[src/rtl/div_pkg.sv]
// Shared definitions for the multi-cycle integer divider.
// Covers the default width, the FSM state encodings and the divide-by-zero quotient.
package div_pkg;

    localparam int DIV_WIDTH = 32;

    typedef enum logic [1:0] {
        IDLE = 2'd0,
        ITER = 2'd1,
        FIX  = 2'd2,
        DONE = 2'd3
    } div_state_t;

    // Quotient reported for any division by zero, independent of signedness.
    localparam logic [DIV_WIDTH-1:0] DIV_ZERO_QUO = '1;

endpackage

[src/rtl/div_if.sv]
// Request/response bundle between the execute stage and the divider.
// The master drives the operands and the level-held start; the slave returns ready and the result.
interface div_if
    import div_pkg::*;
#(
    parameter int WIDTH = DIV_WIDTH
);

    logic               div_sign;
    logic               div_start_i;
    logic [WIDTH-1:0]   div_op1;
    logic [WIDTH-1:0]   div_op2;
    logic               div_ready;
    logic               div_zero;
    logic [2*WIDTH-1:0] result;

    modport master (
        output div_sign, div_start_i, div_op1, div_op2,
        input  div_ready, div_zero, result
    );

    modport slave (
        input  div_sign, div_start_i, div_op1, div_op2,
        output div_ready, div_zero, result
    );

endinterface

[src/rtl/div_step.sv]
// One radix-2 restoring division step, purely combinational.
// Shifts the next dividend bit into the partial remainder and subtracts the divisor when it fits.
module div_step #(
    parameter int WIDTH = 32
) (
    input  logic [WIDTH-1:0] rem,
    input  logic [WIDTH-1:0] q,
    input  logic [WIDTH-1:0] divisor,
    output logic [WIDTH-1:0] rem_nxt,
    output logic [WIDTH-1:0] q_nxt
);

    logic [WIDTH:0] rem_sh;
    logic           fits;

    // The extra top bit keeps the comparison exact when the shifted remainder overflows WIDTH bits.
    assign rem_sh  = {rem, q[WIDTH-1]};
    assign fits    = rem_sh >= {1'b0, divisor};
    assign rem_nxt = fits ? WIDTH'(rem_sh - {1'b0, divisor}) : rem_sh[WIDTH-1:0];
    assign q_nxt   = {q[WIDTH-2:0], fits};

endmodule

[src/rtl/div_unit.sv]
// Multi-cycle DIV/DIVU unit: restoring division on operand magnitudes, then a sign fix-up.
// Returns {remainder, quotient} to the HI/LO write-back path under a level-held start/ready handshake.
module div_unit
    import div_pkg::*;
#(
    parameter int WIDTH = DIV_WIDTH
) (
    input  logic  clk,
    input  logic  resetn,
    div_if.slave  bus
);

    localparam int CW = $clog2(WIDTH);

    div_state_t         state;
    logic [WIDTH-1:0]   q;
    logic [WIDTH-1:0]   rem;
    logic [WIDTH-1:0]   divisor;
    logic [WIDTH-1:0]   op1_orig;
    logic [CW-1:0]      count;
    logic               neg_q;
    logic               neg_r;
    logic               zero;
    logic               ready_r;
    logic               zero_r;
    logic [2*WIDTH-1:0] result_r;

    logic [WIDTH-1:0]   rem_nxt;
    logic [WIDTH-1:0]   q_nxt;
    logic [WIDTH-1:0]   op1_mag;
    logic [WIDTH-1:0]   op2_mag;
    logic [WIDTH-1:0]   quo_fix;
    logic [WIDTH-1:0]   rem_fix;

    div_step #(.WIDTH(WIDTH)) u_step (
        .rem     (rem),
        .q       (q),
        .divisor (divisor),
        .rem_nxt (rem_nxt),
        .q_nxt   (q_nxt)
    );

    assign op1_mag = (bus.div_sign && bus.div_op1[WIDTH-1]) ? -bus.div_op1 : bus.div_op1;
    assign op2_mag = (bus.div_sign && bus.div_op2[WIDTH-1]) ? -bus.div_op2 : bus.div_op2;
    // Negating 0x80000000 yields itself, which is exactly the required overflow quotient.
    assign quo_fix = neg_q ? -q : q;
    assign rem_fix = neg_r ? -rem : rem;

    // NOTE: state uses non-blocking assignments so every register samples pre-edge values.
    always_ff @(posedge clk or negedge resetn) begin
        // NOTE: every register, datapath included, is reset so a mid-operation reset leaves no stale state.
        if (!resetn) begin
            state    <= IDLE;
            q        <= '0;
            rem      <= '0;
            divisor  <= '0;
            op1_orig <= '0;
            count    <= '0;
            neg_q    <= 1'b0;
            neg_r    <= 1'b0;
            zero     <= 1'b0;
            ready_r  <= 1'b0;
            zero_r   <= 1'b0;
            result_r <= '0;
        end else if (!bus.div_start_i) begin
            state   <= IDLE;
            ready_r <= 1'b0;
        end else begin
            case (state)
                IDLE: begin
                    neg_q    <= bus.div_sign & (bus.div_op1[WIDTH-1] ^ bus.div_op2[WIDTH-1]);
                    neg_r    <= bus.div_sign & bus.div_op1[WIDTH-1];
                    q        <= op1_mag;
                    divisor  <= op2_mag;
                    op1_orig <= bus.div_op1;
                    rem      <= '0;
                    count    <= '0;
                    zero     <= (bus.div_op2 == '0);
                    state    <= ITER;
                end
                ITER: begin
                    rem   <= rem_nxt;
                    q     <= q_nxt;
                    count <= count + CW'(1);
                    if (count == CW'(WIDTH - 1)) state <= FIX;
                end
                FIX: begin
                    // Signed division by zero would not naturally produce this, so it is forced.
                    result_r <= zero ? {op1_orig, WIDTH'(DIV_ZERO_QUO)} : {rem_fix, quo_fix};
                    zero_r   <= zero;
                    ready_r  <= 1'b1;
                    state    <= DONE;
                end
                DONE:    state <= DONE;
                default: state <= IDLE;
            endcase
        end
    end

    assign bus.div_ready = ready_r;
    assign bus.div_zero  = zero_r;
    assign bus.result    = result_r;

endmodule

[src/flat_wrapper.sv]
// flat-port wrapper written by rule: the top's interface ports become plain ports
module div_unit_flat import div_pkg::*;
#(
    parameter int WIDTH = DIV_WIDTH
)
  (clk, resetn, bus_div_sign, bus_div_start_i, bus_div_op1, bus_div_op2, bus_div_ready, bus_div_zero, bus_result);
  div_if #(.WIDTH(WIDTH)) bus_i ();
  input  logic clk;
  input  logic resetn;
  input wire logic [$bits(bus_i.div_sign)-1:0] bus_div_sign;
  input wire logic [$bits(bus_i.div_start_i)-1:0] bus_div_start_i;
  input wire logic [$bits(bus_i.div_op1)-1:0] bus_div_op1;
  input wire logic [$bits(bus_i.div_op2)-1:0] bus_div_op2;
  output wire logic [$bits(bus_i.div_ready)-1:0] bus_div_ready;
  output wire logic [$bits(bus_i.div_zero)-1:0] bus_div_zero;
  output wire logic [$bits(bus_i.result)-1:0] bus_result;
  assign bus_i.div_sign = bus_div_sign;
  assign bus_i.div_start_i = bus_div_start_i;
  assign bus_i.div_op1 = bus_div_op1;
  assign bus_i.div_op2 = bus_div_op2;
  assign bus_div_ready = bus_i.div_ready;
  assign bus_div_zero = bus_i.div_zero;
  assign bus_result = bus_i.result;
  div_unit #(.WIDTH(WIDTH)) u_core (.clk(clk), .resetn(resetn), .bus(bus_i));
endmodule
[config.mk]
export PLATFORM = sky130hd
export DESIGN_NAME = div_unit_flat
export DESIGN_NICKNAME = d
export VERILOG_FILES = /design/src/rtl/div_pkg.sv /design/src/rtl/div_if.sv /design/src/rtl/div_step.sv /design/src/rtl/div_unit.sv /design/src/flat_wrapper.sv
export SDC_FILE = /design/constraint.sdc
export NUM_CORES = 1
export LEC_CHECK = 0
export ABC_AREA = 0
export BUFFER_PORTS_ARGS = -buffer_cell sky130_fd_sc_hd__buf_2
export CAP_MARGIN = 20
export CORE_MARGIN = 8
export CORE_UTILIZATION = 55
export DETAILED_ROUTE_END_ITERATION = 6
export PLACE_DENSITY_LB_ADDON = 0.08
export SYNTH_ARGS = -nofsm -noshare
export SYNTH_HDL_FRONTEND = slang
export SYNTH_SLANG_ARGS = --single-unit
export TNS_END_PERCENT = 50
[constraint.sdc]
create_clock -name clk -period 6.88 [get_ports clk]
set_input_delay 1.032 -clock clk [delete_from_list [all_inputs] [get_ports clk]]
set_output_delay 1.032 -clock clk [all_outputs]
set_load 0.02 [all_outputs]
After elaboration in Yosys (flattened, before gate mapping)
Cells that the tools add are included.
W data, S select, Z words.

storage, ports and cells
  output and inout bits = 66
  register bits after elaboration = 204
  word-level logic and storage cells = 51
  input bits = 68

operators by class
  bitwise operators = 3
  add/subtract/negate cells = 6
  magnitude comparators = 1
  equal/unequal tests = 6
  mux-type cells = 14
  reduce and logical (&&, ||, !) cells = 9

operators by type and width
  operator               count
  $mux W32               5
  $neg A32 Y32           4
  $pmux W32 S2           2
  $mux W64               1
  $ge A33 B32 Y1         1
  $logic_not A32 Y1      1
  $sub A32 B32 Y32       1
  $pmux W5 S2            1
  $pmux W2 S3            1
  $reduce_and A2 Y1      3
  $add A5 B1 Y5 const B  1
  $eq A5 B5 Y1 const B   1
  $eq A2 B2 Y1 const B   2
  $mux W2                2
  $ne A3 B2 Y1 const B   1
  $and A1 B1 Y1          2
  $eq A2 B1 Y1 const B   1
  $logic_and A1 B1 Y1    2
  $logic_not A2 Y1       1
  $mux W1                2
  $ne A2 B1 Y1 const B   1
  $reduce_bool A2 Y1     1
  $reduce_or A2 Y1       1
  $xor A1 B1 Y1          1

Logic depth before layout (Yosys ltp)
Gate-level depths: netlist (run 1).

  depth after elaboration = 4
  depth in mapped cells = 14
  gate-level depth less buffers = 13

Hierarchy
From an unflattened synthesis (run 1), not the netlist that was laid out.

unflattened totals
  cells, all modules = 1544
  area, all modules = 13226.4 µm²

by module, submodules not included
  module    instances  cells an instance  seq. area each (µm²)  area each (µm²)
  div_unit  1          1198               5104.9                10620.2
  div_step  1          346                0.0                   2606.2

Least setup slack after synthesis (run 1)
Ideal clock, no wire load.

  path kind = in2reg
  start point = in bus_div_op1[1]
  end point = reg u_core.q[29]
  setup slack = 3614 ps
  library setup time = 142 ps
  path buffers = 0
  data required time = 6738 ps
  data arrival time = 3124 ps
  cell stages on the path = 8
  cell sequence = or4_1 nor4b_2 nand2b_1 or2_2 nand2b_1 o41ai_1 xor2_1 o221ai_1

between the ends
  word-level cells in the longest chain between the ends = 3

ends and longest elaborated chain
  element                 line                text
  start: declaration      flat_wrapper.sv:12  input wire logic [$bits(bus_i.div_op1)-1:0] bus_div_op1;
  $neg A32 Y32            div_unit.sv:43      assign op1_mag = (bus.div_sign && bus.div_op1[WIDTH-1]) ? -bus.div_op1 : bus.div_op1;
  $mux W32                div_unit.sv:43
  $pmux W32 S2            div_unit.sv:69      case (state)
  end signal: assignment  div_unit.sv:73      q <= op1_mag;
  end signal: assignment  div_unit.sv:83      q <= q_nxt;
  end: declaration        div_unit.sv:16      logic [WIDTH-1:0] q;

No other way between the ends.
A chain may end at the register's enable or synchronous reset.

Worst setup path in the final report (run 1)
  start point = reg u_core.rem[8]
  end point = reg u_core.rem[17]

between the ends
  word-level cells in the longest chain between the ends = 3
  elaborated cells between the ends (all ways) = 4
  those cells by class = 1 x add/sub; 1 x order compare; 2 x mux

ends and longest elaborated chain
  element                                                    line                            text
  start: declaration                                         div_unit.sv:17                  logic [WIDTH-1:0] rem;
  start signal: assignment                                   div_unit.sv:82                  rem <= rem_nxt;
  $sub A32 B32 Y32 / $ge A33 B32 Y1 (equally long branches)  div_step.sv:19, div_step.sv:18
  $mux W32 (*)                                               div_step.sv:19                  assign rem_nxt = fits ? WIDTH'(rem_sh - {1'b0, divisor}) : rem_sh[WIDTH-1:0];
  $pmux W32 S2 (*)                                           div_unit.sv:69

Every way passes the cells marked *; elsewhere a longest branch is shown, timed or not.

==> report_table.html, run 1 <==
<table>
<tr><th>Metric</th><th>Value</th></tr>
<tr><th colspan="2">Run status</th></tr>
<tr><td>Result of the run</td><td>finished clean</td></tr>
<tr><th colspan="2">Synthesis</th></tr>
<tr><td>Cell type contributing the most total cell area after synthesis</td><td>dfrtp_1</td></tr>
<tr><td>Post-synth design cell area</td><td>approximately 0.012 mm^2</td></tr>
<tr><td>Post-synth EDFFs</td><td>0</td></tr>
<tr><td>Fraction of synthesized cell area taken by the top area cell type</td><td>approximately two fifths</td></tr>
<tr><td>Ys async rst share</td><td>100.0%</td></tr>
<tr><td>Dominant cells by area after synthesis</td><td>dfrtp_1 41%, nand2_1 8.8%, o21ai_0 7.5%, a21oi_1 5.8%, xor2_1 5.7%</td></tr>
<tr><td>Count of state elements after synthesis</td><td>around 200</td></tr>
<tr><td>Count of different cell masters after synthesis</td><td>59</td></tr>
<tr><td>Mapped Cells</td><td>between 1.5k and 2k</td></tr>
<tr><td>Cell with the most instances after synthesis</td><td>nand2_1</td></tr>
<tr><td>Synthesized net count</td><td>approximately 1.6k</td></tr>
<tr><td>Ys flop type</td><td>dfrtp_1</td></tr>
<tr><td>Sequential share of the synthesized area</td><td>approximately 41%</td></tr>
<tr><td>Most frequent cells after synthesis</td><td>290 x nand2_1, 204 x dfrtp_1, 185 x o21ai_0, 143 x a21oi_1, 128 x nor2_1</td></tr>
<tr><td>Count of synthesis-stage warnings from yosys</td><td>0</td></tr>
<tr><td>Syn_area_per_cell</td><td>~8 um^2</td></tr>
<tr><th colspan="2">Timing</th></tr>
<tr><td>Shortest period the worst path allows</td><td>roughly 3.5 ns</td></tr>
<tr><td>Max-Slew Margin vs Limit</td><td>about 28%</td></tr>
<tr><td>Worst Max-Slew Pin Slew</td><td>1.082 ns</td></tr>
<tr><td>Final Skew</td><td>approximately 0.0053 ns</td></tr>
<tr><td>Sum of negative setup slack</td><td>0 ns</td></tr>
<tr><td>Unrepaired setup endpoints after global routing</td><td>false</td></tr>
<tr><td>Final Hold Viols</td><td>0</td></tr>
<tr><td>F_max</td><td>285.1 MHz</td></tr>
<tr><td>Final Max Slew Viols</td><td>0</td></tr>
<tr><td>Count of endpoints failing setup in the final report</td><td>0</td></tr>
<tr><td>Final worst path period share</td><td>between 50% and 60%</td></tr>
<tr><th colspan="2">Final layout</th></tr>
<tr><td>Number of nets in the layout</td><td>about 1.7k</td></tr>
<tr><td>Fillers</td><td>2036</td></tr>
<tr><td>Sequential Area</td><td>0.005106 mm^2</td></tr>
<tr><td>Area used by multi-input combinational logic</td><td>between 0.006 and 0.007 mm^2</td></tr>
<tr><td>Area Overhead vs Synth</td><td>13.46%</td></tr>
<tr><td>Fraction of layout instances using a drive strength above 1</td><td>between 10% and 20%</td></tr>
<tr><th colspan="2">Clocking</th></tr>
<tr><td>Clock latency on the worst-skew pair</td><td>0.51 ns</td></tr>
<tr><td>CTS Buffer Depth</td><td>3</td></tr>
<tr><td>Depth of the CTS H-tree</td><td>1</td></tr>
<tr><td>Clock root buffer</td><td>clkbuf_16</td></tr>
<tr><td>CTS tree</td><td>built</td></tr>
<tr><td>CTS Buf Count</td><td>24</td></tr>
<tr><td>Post-CTS setup buffers</td><td>0</td></tr>
<tr><td>Clock sinks</td><td>204</td></tr>
<tr><td>Clock transition at the registers of the reported paths</td><td>0.06 ns</td></tr>
<tr><td>CTS-repair resized insts</td><td>0</td></tr>
<tr><td>Hold bufs inserted after CTS</td><td>0</td></tr>
<tr><th colspan="2">Run</th></tr>
<tr><td>Maximum capacitance violations</td><td>0</td></tr>
<tr><th colspan="2">Setup path</th></tr>
<tr><td>Crit Reg-Reg Startpoint</td><td>u_core.rem[8]</td></tr>
<tr><td>Category of the worst setup path launch point</td><td>flip-flop</td></tr>
<tr><td>CP Data Required Time</td><td>7.30 ns</td></tr>
<tr><td>Type of the setup path with the least slack</td><td>reg2reg</td></tr>
<tr><td>Maximum fanout along the worst path</td><td>between 40 and 50</td></tr>
<tr><td>Endpoint type of the worst setup path</td><td>flip-flop</td></tr>
<tr><td>Reg-to-reg endpoint</td><td>u_core.rem[17]</td></tr>
<tr><td>Worst r2r path cells</td><td>10</td></tr>
<tr><td>Arrival time of data at the critical path endpoint</td><td>3.92 ns</td></tr>
<tr><td>Internal reg-to-reg setup slack</td><td>around 3.4 ns</td></tr>
<tr><th colspan="2">Route</th></tr>
<tr><td>Routed via count divided by cell count</td><td>around 5.6</td></tr>
<tr><td>Routed via count</td><td>10.69k</td></tr>
<tr><td>Total wire length</td><td>~31 mm</td></tr>
<tr><td>DRC violations left</td><td>0</td></tr>
<tr><td>Number of nets with antenna violations after routing</td><td>0</td></tr>
<tr><td>Pre-antenna DRT Iters</td><td>6</td></tr>
<tr><td>Average wire per standard cell</td><td>16.37 um</td></tr>
<tr><td>Iter 0 DRT Violations</td><td>~750</td></tr>
<tr><th colspan="2">Floorplan</th></tr>
<tr><td>Die width</td><td>between 150 and 200 um</td></tr>
<tr><td>Die Footprint</td><td>0.02760 mm^2</td></tr>
<tr><td>Number of top-level design ports</td><td>~130</td></tr>
<tr><td>Starting utilization of the core area</td><td>around 55%</td></tr>
<tr><td>Row count</td><td>55</td></tr>
<tr><td>Die H</td><td>166.1 um</td></tr>
<tr><td>Core Box Area</td><td>around 0.022 mm^2</td></tr>
<tr><th colspan="2">Power</th></tr>
<tr><td>Overall power</td><td>~4.6 mW</td></tr>
<tr><td>Static leakage</td><td>~6.6 nW</td></tr>
<tr><td>Worst vdd ir</td><td>about 0.00014 V</td></tr>
<tr><td>Cell Pwr Density</td><td>~320 mW/mm^2</td></tr>
<tr><th colspan="2">Global routing</th></tr>
<tr><td>GRT Resource Usage Total</td><td>about 22%</td></tr>
<tr><td>Global-route wire length before repair</td><td>between 50 and 60 mm</td></tr>
<tr><td>Initial antenna violation count</td><td>2</td></tr>
<tr><td>Pin count of the biggest net entering global routing</td><td>between 100 and 150</td></tr>
<tr><td>Vias in the first global route</td><td>approximately 10k</td></tr>
<tr><td>Aggregate global routing overflow</td><td>0</td></tr>
<tr><th colspan="2">Min path</th></tr>
<tr><td>Instance count along the most critical hold path</td><td>2</td></tr>
<tr><td>Destination of the worst hold path</td><td>u_core.bus.result[0]</td></tr>
<tr><td>Class of the worst hold path</td><td>reg2reg</td></tr>
<tr><td>Hold wc startpoint</td><td>u_core.bus.result[0]</td></tr>
<tr><th colspan="2">Placed design</th></tr>
<tr><td>Sum of net half-perimeters after detailed placement</td><td>around 23 mm</td></tr>
<tr><td>Placer Congestion</td><td>about 0.9</td></tr>
<tr><td>Number of buffers added on ports</td><td>approximately 130</td></tr>
</table>
-- worst max-delay path by stage --
stage                     slack [ns]  depth (start not counted)              to      startpoint
after floorplan                 3.61                          8    u_core.q[29]  bus_div_op1[1]
after detailed placement        3.15                          8    u_core.q[28]  bus_div_op1[6]
after global routing            3.12                         11  u_core.rem[17]    u_core.q[31]
after global placement          3.21                          9    u_core.q[29]  bus_div_op1[1]
after CTS                       3.39                         11  u_core.rem[17]    u_core.q[31]
final                           3.37                         10  u_core.rem[17]   u_core.rem[8]
-- layout make-up --
| cell class | instances | area share [%] |
|---|---|---|
| diodes | 2 | 0.03558 |
| clock inverters | 10 | 0.9339 |
| repair buffers | 144 | 5.435 |
| flip-flops and latches | 204 | 36.30 |
| clock buffers | 31 | 4.821 |
| inverters | 52 | 1.388 |
| well taps | 285 | 2.535 |
| multi-input cells | 1182 | 48.55 |
-- metrics by stage --
step | instances | utilization [%] | worst slack [ns] | hold WS (ns) | instance area (um^2)
2_1_floorplan | 1518 | - | 3.614 | 0.4454 | 12400
3_3_place_gp | 1866 | 59.19 | 3.215 | 0.4503 | 13240
3_5_place_dp | 1866 | 59.19 | 3.148 | 0.4573 | 13240
4_1_cts | 1907 | 62.81 | 3.388 | 0.4700 | 14050
5_1_grt | 1910 | 62.90 | 3.119 | 0.4979 | 14070
6_report | 1910 | 62.90 | 3.372 | 0.4662 | 14070
-- sequential cells by signal, summed over array words and instances, names as in the netlist --
register,flops
u_core.bus.div_zero,1
u_core.bus.div_ready,1
u_core.divisor,32
u_core.neg_r,1
u_core.zero,1
u_core.bus.result,64
u_core.neg_q,1
u_core.rem,32
u_core.q,32
u_core.count,5
u_core.op1_orig,32
u_core.state,2
-- logic make-up after synthesis --
logic type | after synthesis | synth area share [%]
flip-flops | 204 | 41.17
AND/OR/NAND/NOR | 543 | 19.16
adder cells (fa/ha/maj) | 39 | 3.996
AO/OA/AOI/OAI | 445 | 20.59
XOR/XNOR | 144 | 10.17
buffers and inverters | 132 | 4.016
multiplexers | 11 | 0.8881
-- placed cells by master, fill, tap and decap left out, types with 15 or more instances in the layout --
cell type,synthesis,layout
a21oi_1,143,143
buf_2,1,132
clkbuf_16,0,25
dfrtp_1,204,203
ha_1,38,38
inv_1,51,51
nand2_1,290,290
nand3_1,16,15
nor2_1,128,127
o21ai_0,185,185
o31ai_1,19,19
o41ai_1,16,16
or3_1,15,15
or4_1,16,16
xnor2_1,63,63
xor2_1,81,81
-- power breakdown --
part | leakage, nW | internal (mW) | total (mW) | switching [mW]
clock network | 0.399 | 0.803 | 1.29 | 0.489
logic | 3.58 | 0.701 | 1.67 | 0.974
registers | 2.65 | 1.36 | 1.59 | 0.225
total | 6.64 | 2.87 | 4.55 | 1.69
-- critical path, stage by stage (launching register included) --
cell      delay (ns)
dfrtp_1         0.46
ha_1            0.40
and3_1          0.25
o211ai_1        0.11
a31oi_1         0.31
o221ai_1        0.26
a21oi_1         0.45
a311oi_4        0.15
buf_4           0.30
nand2b_1        0.41
o21ai_0         0.29
-- routing by layer --
metal	GRT usage, %	up-vias	part of all wire, %
li1	-	5434	-
met1	28.69	4907	45
met2	38.11	282	47
met3	2.805	63	4.6
met4	8.972	0	3.5
met5	0	-	0
(Power assumes the default switching activity.)
==> run 2: changes to the inputs <==
- CORE_UTILIZATION: 55 -> 54
- clock period: 6.88 -> 2.9 ns (I/O delays scaled with it)
==> run 2 against run 1 <==
  * Fmax grew 20%
  * Largest power group unchanged
  * Critical endpoint is now u_core.bus.result[58]
  * Sequential power grew 130%
  * First-iteration DRC count shrank 18%
  * The flow now finishes with violations (negative setup slack)
  * Combinational power grew to 3.3 times the previous value
  * Utilization grew 5.3 points
==> report_table.html, run 2 (synthesized netlist as in run 1, its figures left out) <==
<table>
<tr><th>Metric</th><th>Value</th></tr>
<tr><th colspan="2">Run status</th></tr>
<tr><td>Result of the run</td><td>finished with violations (was finished clean)</td></tr>
<tr><td>Violated checks</td><td>negative setup slack</td></tr>
<tr><th colspan="2">Setup path</th></tr>
<tr><td>Endpoint type of the worst setup path</td><td>flip-flop (unchanged)</td></tr>
<tr><td>CP Data Required Time</td><td>3.33 ns (was 7.30 ns)</td></tr>
<tr><td>Slowest-stage cell, CP</td><td>or4_4 (was dfrtp_1)</td></tr>
<tr><td>Count of buffer and inverter cells on the critical path</td><td>0 (was 1)</td></tr>
<tr><td>Kind of cell adding the most delay to the critical path</td><td>simple AND/OR/NAND/NOR gates (was compound AO/OA/AOI/OAI gates)</td></tr>
<tr><td>Type of the setup path with the least slack</td><td>reg2reg (unchanged)</td></tr>
<tr><td>Critical path, cell by cell</td><td>or4_4 &gt; or4_4 &gt; or2_4 &gt; or3_4 &gt; or2_4 &gt; o21ai_2 &gt; xnor2_1 &gt; mux2i_1 &gt; o21ai_1 (was ha_1 &gt; and3_1 &gt; o211ai_1 &gt; a31oi_1 &gt; o221ai_1 &gt; a21oi_1 &gt; a311oi_4 &gt; buf_4 &gt; nand2b_1 &gt; o21ai_0)</td></tr>
<tr><td>Maximum cell stage delay along the critical path</td><td>0.55 ns (was 0.46 ns)</td></tr>
<tr><td>Maximum fanout along the worst path</td><td>4 (was 47)</td></tr>
<tr><td>Category of the worst setup path launch point</td><td>flip-flop (unchanged)</td></tr>
<tr><td>Arrival time of data at the critical path endpoint</td><td>3.36 ns (was 3.92 ns)</td></tr>
<tr><th colspan="2">Route</th></tr>
<tr><td>Routed via count</td><td>11.31k (was 10.69k)</td></tr>
<tr><td>Iter 0 DRT Violations</td><td>617 (was 749)</td></tr>
<tr><td>Number of nets with antenna violations after routing</td><td>0 (unchanged)</td></tr>
<tr><td>Total wire length</td><td>33.49 mm (was 31.28 mm)</td></tr>
<tr><td>Routed via count divided by cell count</td><td>5.539 (was 5.595)</td></tr>
<tr><td>Pre-antenna DRT Iters</td><td>5 (was 6)</td></tr>
<tr><td>DRC violations left</td><td>0 (unchanged)</td></tr>
<tr><td>Average wire per standard cell</td><td>16.40 um (was 16.37 um)</td></tr>
<tr><th colspan="2">Power</th></tr>
<tr><td>Static leakage</td><td>7.355 nW (was 6.635 nW)</td></tr>
<tr><td>Cell Pwr Density</td><td>788.4 mW/mm^2 (was 323.8 mW/mm^2)</td></tr>
<tr><td>Worst vdd ir</td><td>0.0003926 V (was 0.0001441 V)</td></tr>
<tr><td>Overall power</td><td>12.14 mW (was 4.555 mW)</td></tr>
<tr><th colspan="2">Timing</th></tr>
<tr><td>Final Max Slew Viols</td><td>0 (unchanged)</td></tr>
<tr><td>Final Hold Viols</td><td>0 (unchanged)</td></tr>
<tr><td>Hold Slack</td><td>0.1676 ns (was 0.4662 ns)</td></tr>
<tr><td>Final Skew</td><td>0.005540 ns (was 0.005295 ns)</td></tr>
<tr><td>Sum of negative setup slack</td><td>-0.04878 ns (was 0 ns)</td></tr>
<tr><td>Count of endpoints failing setup in the final report</td><td>3 (was 0)</td></tr>
<tr><td>Shortest period the worst path allows</td><td>2.926 ns (was 3.508 ns)</td></tr>
<tr><td>Unrepaired setup endpoints after global routing</td><td>true (was false)</td></tr>
<tr><td>Max-Slew Margin vs Limit</td><td>41.12% (was 27.85%)</td></tr>
<tr><td>Final worst path period share</td><td>100.9% (was 50.99%)</td></tr>
<tr><td>Worst Max-Slew Pin Slew</td><td>0.8832 ns (was 1.082 ns)</td></tr>
<tr><td>F_max</td><td>341.7 MHz (was 285.1 MHz)</td></tr>
<tr><td>Worst-case setup margin in the final layout</td><td>-0.02616 ns (was 3.372 ns)</td></tr>
<tr><th colspan="2">Floorplan</th></tr>
<tr><td>Core Box Area</td><td>0.02257 mm^2 (was 0.02237 mm^2)</td></tr>
<tr><td>Row count</td><td>55 (unchanged)</td></tr>
<tr><td>Die H</td><td>167.5 um (was 166.1 um)</td></tr>
<tr><td>Number of top-level design ports</td><td>134 (unchanged)</td></tr>
<tr><td>Die width</td><td>167.5 um (was 166.1 um)</td></tr>
<tr><td>Starting utilization of the core area</td><td>54.93% (was 55.43%)</td></tr>
<tr><td>Die Footprint</td><td>0.02806 mm^2 (was 0.02760 mm^2)</td></tr>
<tr><th colspan="2">Final layout</th></tr>
<tr><td>Fraction of layout instances using a drive strength above 1</td><td>21.65% (was 12.45%)</td></tr>
<tr><td>Core occupancy in the finished layout</td><td>68.23% (was 62.90%)</td></tr>
<tr><td>Area Overhead vs Synth</td><td>24.21% (was 13.46%)</td></tr>
<tr><td>Commonest cells after routing, fill and taps aside</td><td>287 x nand2_1, 201 x dfrtp_1, 173 x o21ai_0, 139 x a21oi_1 (was 290 x nand2_1, 203 x dfrtp_1, 185 x o21ai_0, 143 x a21oi_1, 132 x buf_2)</td></tr>
<tr><td>Max FFs per register</td><td>64 (unchanged)</td></tr>
<tr><td>Area used by multi-input combinational logic</td><td>0.007122 mm^2 (was 0.006830 mm^2)</td></tr>
<tr><td>Final instance count without filler cells</td><td>2042 (was 1910)</td></tr>
<tr><td>Most common library cell in the layout ignoring fill and taps</td><td>nand2_1 (unchanged)</td></tr>
<tr><td>Sequential Area</td><td>0.005109 mm^2 (was 0.005106 mm^2)</td></tr>
<tr><td>Fillers</td><td>1884 (was 2036)</td></tr>
<tr><td>Post-route standard cell area excluding fillers</td><td>0.01540 mm^2 (was 0.01407 mm^2)</td></tr>
<tr><td>Number of nets in the layout</td><td>1845 (was 1715)</td></tr>
<tr><th colspan="2">Clocking</th></tr>
<tr><td>Clock sinks</td><td>204 (unchanged)</td></tr>
<tr><td>Depth of the CTS H-tree</td><td>1 (unchanged)</td></tr>
<tr><td>Clock transition at the registers of the reported paths</td><td>0.06 ns (about the same)</td></tr>
<tr><td>Clock latency on the worst-skew pair</td><td>0.51 ns (about the same)</td></tr>
<tr><td>CTS Buffer Depth</td><td>3 (unchanged)</td></tr>
<tr><td>Clock root buffer</td><td>clkbuf_16 (unchanged)</td></tr>
<tr><td>CTS Buf Count</td><td>24 (unchanged)</td></tr>
<tr><td>CTS tree</td><td>built (unchanged)</td></tr>
<tr><th colspan="2">Placed design</th></tr>
<tr><td>Number of buffers added on ports</td><td>133 (unchanged)</td></tr>
<tr><td>Sum of net half-perimeters after detailed placement</td><td>25.01 mm (was 23.08 mm)</td></tr>
<tr><td>Worst slack, placed</td><td>-0.4651 ns (was 3.148 ns)</td></tr>
<tr><td>Placer Congestion</td><td>0.9127 (was 0.9040)</td></tr>
<tr><td>Placed cell count</td><td>1988 (was 1866)</td></tr>
<tr><td>Placed standard-cell area</td><td>0.01419 mm^2 (was 0.01324 mm^2)</td></tr>
<tr><th colspan="2">Global routing</th></tr>
<tr><td>Aggregate global routing overflow</td><td>0 (unchanged)</td></tr>
<tr><td>Vias in the first global route</td><td>11.31k (was 10.37k)</td></tr>
<tr><td>Initial antenna violation count</td><td>1 (was 2)</td></tr>
<tr><td>Pin count of the biggest net entering global routing</td><td>69 (was 110)</td></tr>
<tr><td>GRT Resource Usage Total</td><td>23.31% (was 22.42%)</td></tr>
<tr><td>Global-route wire length before repair</td><td>55.08 mm (was 52.13 mm)</td></tr>
<tr><th colspan="2">Run</th></tr>
<tr><td>Maximum capacitance violations</td><td>0 (unchanged)</td></tr>
<tr><th colspan="2">Min path</th></tr>
<tr><td>Class of the worst hold path</td><td>in2reg (was reg2reg)</td></tr>
</table>
[run 2: cell count changes in the layout (fill, tap and decap cells not counted), moves of 8 or more]
cell / delta
buf_4: +122
ha_1: -9
ha_4: +8
o21ai_0: -12
o21ai_1: +10
[run 2: worst paths after layout]
| path | start | to | slack (ns) | depth (start not counted) |
|---|---|---|---|---|
| min | bus_div_op1[13] | u_core.op1_orig[13] | 0.17 | 3 |
| max in group asynchronous | resetn | u_core.bus.div_zero | 1.61 | 3 |
| max | u_core.rem[8] | u_core.bus.result[58] | -0.03 | 9 |
| min reg2reg | u_core.bus.result[0] | u_core.bus.result[0] | 0.46 | 2 |
| min in group asynchronous | resetn | u_core.bus.result[8] | 0.48 | 2 |
| max reg2reg | u_core.rem[8] | u_core.bus.result[58] | -0.03 | 9 |
[run 2: report_power, final]
group | internal, mW | switching, mW
sequential | 3.24 | 0.388
combinational | 2.65 | 2.89
clock | 1.78 | 1.19
total | 7.67 | 4.47
[run 2: cell type report]
class                   count  area share (%)
multi-input cells        1182           46.25
well taps                 285           2.316
flip-flops and latches    204           33.17
inverters                  52           1.267
repair buffers            274           11.87
clock buffers              32           4.558
diodes                      2         0.03250
clock inverters            11          0.5362
[run 2: routing by layer]
layer	routed length, um	vias to the layer above	GRT usage, %
li1	-	5682	-
met1	14800	5270	29.61
met2	16040	300	40.00
met3	1704	59	3.644
met4	942	0	7.764
met5	0	-	0
[run 2: worst min-delay path, delay by kind of cell]
kind / cells / cell delay, ns
buf+inv: 1 / 0.11
simple gates: 2 / 0.10
[run 2: repair_timing]
action                                  in CTS  in global routing
pin swaps                                    8                 20
buffers inserted                             3                  6
endpoints found under the hold margin       60                  0
hold buffers                                 1                  0
gates cloned                                 0                  2
endpoints found under the setup margin      45                 45
gates resized for setup                     15                 51
==> run 3: changes to the inputs <==
- CORE_ASPECT_RATIO: not set -> 0.6
- CORE_UTILIZATION: 54 -> 55
- CTS_BUF_LIST: not set -> sky130_fd_sc_hd__clkbuf_8
==> run 3 against run 2 <==
  * The flow finishes with violations (design-rule violations, negative setup slack)
  * Cell count up 2.7%
  * Via count up 7.5%
  * Sequential cell count unchanged
  * Die area down 1.1%
  * Global-route usage up 3.5 points
  * Largest cell class unchanged
  * Highest routed layer unchanged
==> report_table.html, run 3 (synthesized netlist as in run 1, its figures left out) <==
<table>
<tr><th>Metric</th><th>Value</th></tr>
<tr><th colspan="2">Setup path</th></tr>
<tr><td>Crit path capture</td><td>u_core.bus.result[62] (was u_core.bus.result[58])</td></tr>
<tr><td>Stages on the worst setup path</td><td>10 (was 9)</td></tr>
<tr><td>Worst setup path start</td><td>u_core.rem[7] (was u_core.rem[8])</td></tr>
<tr><td>Maximum cell stage delay along the critical path</td><td>0.54 ns (was 0.55 ns)</td></tr>
<tr><td>Type of the setup path with the least slack</td><td>reg2reg (unchanged)</td></tr>
<tr><td>Count of buffer and inverter cells on the critical path</td><td>1 (was 0)</td></tr>
<tr><td>Critical path, cell by cell</td><td>buf_6 &gt; or4_4 &gt; or4_4 &gt; or2_4 &gt; or3_4 &gt; or2_4 &gt; o21ai_2 &gt; xnor2_1 &gt; mux2i_1 &gt; o21ai_1 (was or4_4 &gt; or4_4 &gt; or2_4 &gt; or3_4 &gt; or2_4 &gt; o21ai_2 &gt; xnor2_1 &gt; mux2i_1 &gt; o21ai_1)</td></tr>
<tr><td>Maximum fanout along the worst path</td><td>4 (unchanged)</td></tr>
<tr><td>Internal reg-to-reg setup slack</td><td>-0.22 ns (was -0.03 ns)</td></tr>
<tr><td>Worst r2r path cells</td><td>10 (was 9)</td></tr>
<tr><td>Arrival time of data at the critical path endpoint</td><td>3.58 ns (was 3.36 ns)</td></tr>
<tr><td>CP Data Required Time</td><td>3.36 ns (was 3.33 ns)</td></tr>
<tr><td>Reg-to-reg endpoint</td><td>u_core.bus.result[62] (was u_core.bus.result[58])</td></tr>
<tr><td>Slowest-stage cell, CP</td><td>or4_4 (unchanged)</td></tr>
<tr><td>Kind of cell adding the most delay to the critical path</td><td>simple AND/OR/NAND/NOR gates (unchanged)</td></tr>
<tr><td>Endpoint type of the worst setup path</td><td>flip-flop (unchanged)</td></tr>
<tr><td>Crit Reg-Reg Startpoint</td><td>u_core.rem[7] (was u_core.rem[8])</td></tr>
<tr><td>Category of the worst setup path launch point</td><td>flip-flop (unchanged)</td></tr>
<tr><th colspan="2">Timing</th></tr>
<tr><td>Worst-case setup margin in the final layout</td><td>-0.2186 ns (was -0.02616 ns)</td></tr>
<tr><td>Final Hold Viols</td><td>0 (unchanged)</td></tr>
<tr><td>Count of endpoints failing setup in the final report</td><td>11 (was 3)</td></tr>
<tr><td>Final worst path period share</td><td>107.5% (was 100.9%)</td></tr>
<tr><td>Final Skew</td><td>0.03156 ns (was 0.005540 ns)</td></tr>
<tr><td>Worst Max-Slew Pin Slew</td><td>0.8459 ns (was 0.8832 ns)</td></tr>
<tr><td>Unrepaired setup endpoints after global routing</td><td>true (unchanged)</td></tr>
<tr><td>Max-Slew Margin vs Limit</td><td>43.60% (was 41.12%)</td></tr>
<tr><td>Sum of negative setup slack</td><td>-1.549 ns (was -0.04878 ns)</td></tr>
<tr><td>Final Max Slew Viols</td><td>0 (unchanged)</td></tr>
<tr><td>F_max</td><td>320.7 MHz (was 341.7 MHz)</td></tr>
<tr><td>Shortest period the worst path allows</td><td>3.119 ns (was 2.926 ns)</td></tr>
<tr><th colspan="2">Clocking</th></tr>
<tr><td>CTS tree</td><td>built (unchanged)</td></tr>
<tr><td>Clock transition at the registers of the reported paths</td><td>0.07 ns (was 0.06 ns)</td></tr>
<tr><td>Clock sinks</td><td>204 (unchanged)</td></tr>
<tr><td>Depth of the CTS H-tree</td><td>2 (was 1)</td></tr>
<tr><td>Clock latency on the worst-skew pair</td><td>0.56 ns (was 0.51 ns)</td></tr>
<tr><td>CTS Buffer Depth</td><td>3 (unchanged)</td></tr>
<tr><td>Clock root buffer</td><td>clkbuf_8 (was clkbuf_16)</td></tr>
<tr><td>CTS Buf Count</td><td>34 (was 24)</td></tr>
<tr><th colspan="2">Route</th></tr>
<tr><td>Number of nets with antenna violations after routing</td><td>0 (unchanged)</td></tr>
<tr><td>Iter 0 DRT Violations</td><td>1174 (was 617)</td></tr>
<tr><td>Total wire length</td><td>38.38 mm (was 33.49 mm)</td></tr>
<tr><td>Routed via count divided by cell count</td><td>5.793 (was 5.539)</td></tr>
<tr><td>Pre-antenna DRT Iters</td><td>7 (was 5)</td></tr>
<tr><td>DRC violations left</td><td>2 (was 0)</td></tr>
<tr><td>Average wire per standard cell</td><td>18.29 um (was 16.40 um)</td></tr>
<tr><td>Routed via count</td><td>12.15k (was 11.31k)</td></tr>
<tr><th colspan="2">Run status</th></tr>
<tr><td>Result of the run</td><td>finished with violations (unchanged)</td></tr>
<tr><td>Violated checks</td><td>design-rule violations, negative setup slack (was negative setup slack)</td></tr>
<tr><th colspan="2">Floorplan</th></tr>
<tr><td>Die width</td><td>209.8 um (was 167.5 um)</td></tr>
<tr><td>Core Box Area</td><td>0.02207 mm^2 (was 0.02257 mm^2)</td></tr>
<tr><td>Row count</td><td>42 (was 55)</td></tr>
<tr><td>Starting utilization of the core area</td><td>56.17% (was 54.93%)</td></tr>
<tr><td>Die Footprint</td><td>0.02776 mm^2 (was 0.02806 mm^2)</td></tr>
<tr><td>Number of top-level design ports</td><td>134 (unchanged)</td></tr>
<tr><td>Die H</td><td>132.3 um (was 167.5 um)</td></tr>
<tr><th colspan="2">Global routing</th></tr>
<tr><td>Global-route wire length before repair</td><td>61.42 mm (was 55.08 mm)</td></tr>
<tr><td>GRT Resource Usage Total</td><td>26.83% (was 23.31%)</td></tr>
<tr><td>Pin count of the biggest net entering global routing</td><td>72 (was 69)</td></tr>
<tr><td>Aggregate global routing overflow</td><td>0 (unchanged)</td></tr>
<tr><td>Initial antenna violation count</td><td>1 (unchanged)</td></tr>
<tr><td>Vias in the first global route</td><td>11.54k (was 11.31k)</td></tr>
<tr><th colspan="2">Final layout</th></tr>
<tr><td>Area Overhead vs Synth</td><td>26.41% (was 24.21%)</td></tr>
<tr><td>Core occupancy in the finished layout</td><td>71.01% (was 68.23%)</td></tr>
<tr><td>Fraction of layout instances using a drive strength above 1</td><td>24.28% (was 21.65%)</td></tr>
<tr><td>Number of nets in the layout</td><td>1898 (was 1845)</td></tr>
<tr><td>Max FFs per register</td><td>64 (unchanged)</td></tr>
<tr><td>Sequential Area</td><td>0.005106 mm^2 (was 0.005109 mm^2)</td></tr>
<tr><td>Commonest cells after routing, fill and taps aside</td><td>285 x nand2_1, 203 x dfrtp_1, 176 x o21ai_0, 174 x buf_4, 140 x a21oi_1 (was 287 x nand2_1, 201 x dfrtp_1, 173 x o21ai_0, 139 x a21oi_1)</td></tr>
<tr><td>Fillers</td><td>1826 (was 1884)</td></tr>
<tr><td>Most common library cell in the layout ignoring fill and taps</td><td>nand2_1 (unchanged)</td></tr>
<tr><td>Diodes inserted</td><td>0 (was 2)</td></tr>
<tr><td>Area used by multi-input combinational logic</td><td>0.007182 mm^2 (was 0.007122 mm^2)</td></tr>
<tr><th colspan="2">Power</th></tr>
<tr><td>Worst vdd ir</td><td>0.0004234 V (was 0.0003926 V)</td></tr>
<tr><td>Overall power</td><td>12.46 mW (was 12.14 mW)</td></tr>
<tr><td>Static leakage</td><td>7.558 nW (was 7.355 nW)</td></tr>
<tr><td>Cell Pwr Density</td><td>794.9 mW/mm^2 (was 788.4 mW/mm^2)</td></tr>
<tr><th colspan="2">Run</th></tr>
<tr><td>Maximum capacitance violations</td><td>0 (unchanged)</td></tr>
<tr><th colspan="2">Min path</th></tr>
<tr><td>Class of the worst hold path</td><td>in2reg (unchanged)</td></tr>
<tr><th colspan="2">Placed design</th></tr>
<tr><td>Placer Congestion</td><td>0.9288 (was 0.9127)</td></tr>
<tr><td>Sum of net half-perimeters after detailed placement</td><td>28.01 mm (was 25.01 mm)</td></tr>
<tr><td>Number of buffers added on ports</td><td>133 (unchanged)</td></tr>
</table>
-- run 3: where the power goes --
group | switching [mW] | leakage, nW | internal [mW]
combinational | 3.25 | 4.52 | 2.93
clock | 1.27 | 0.379 | 1.42
sequential | 0.359 | 2.65 | 3.24
-- run 3: per-stage QoR --
stage	instance area [um^2]	setup slack (ns)	hold slack, ns	instances
final	15670	-0.2186	0.1358	2098
after global routing	15670	-0.2759	0.1283	2098
after CTS	15330	-0.1807	0.1023	2088
after detailed placement	14450	-0.3914	0.4604	2023
after global placement	14450	-0.3793	0.4536	2023
after floorplan	12400	0.01382	0.1394	1518
-- run 3: worst min-delay path, stage by stage --
cell	delay (ns)
buf_2	0.12
nand2_1	0.05
nand2_1	0.05
-- run 3: area by class of cell --
class,count,area share (%)
Clock buffer,46,4.040
Clock inverter,11,0.3752
Inverter,52,1.245
Multi-Input combinational cell,1182,45.82
Sequential cell,204,32.58
Tap cell,286,2.283
Timing Repair Buffer,317,13.65
-- run 3: repair_timing --
item,in CTS,in global routing
buffers inserted,7,10
hold buffers,1,0
resized for setup,23,51
endpoints found under the setup margin,49,48
pin swaps,15,21
hold endpoints to repair,67,0
-- run 3: layer usage --
metal  vias up  routed length [um]  track usage (%)
met2       500               15960            37.64
met1      5813               18520            40.99
met4         0                 693            6.474
li1       5785                   -                -
met3        56                3208            5.840
met5         -                   0                0
-- run 3: worst min path at each step --
| stage | from | to | slack (ns) | depth (start not counted) |
|---|---|---|---|---|
| after global routing | bus_div_op1[29] | u_core.op1_orig[29] | 0.13 | 3 |
| after detailed placement | u_core.bus.result[0] | u_core.bus.result[0] | 0.46 | 2 |
| after CTS | bus_div_op1[20] | u_core.op1_orig[20] | 0.10 | 3 |
| final | bus_div_op1[16] | u_core.op1_orig[16] | 0.14 | 3 |
| after global placement | u_core.bus.result[0] | u_core.bus.result[0] | 0.45 | 2 |
| after floorplan | resetn | u_core.bus.div_ready | 0.14 | 0 |
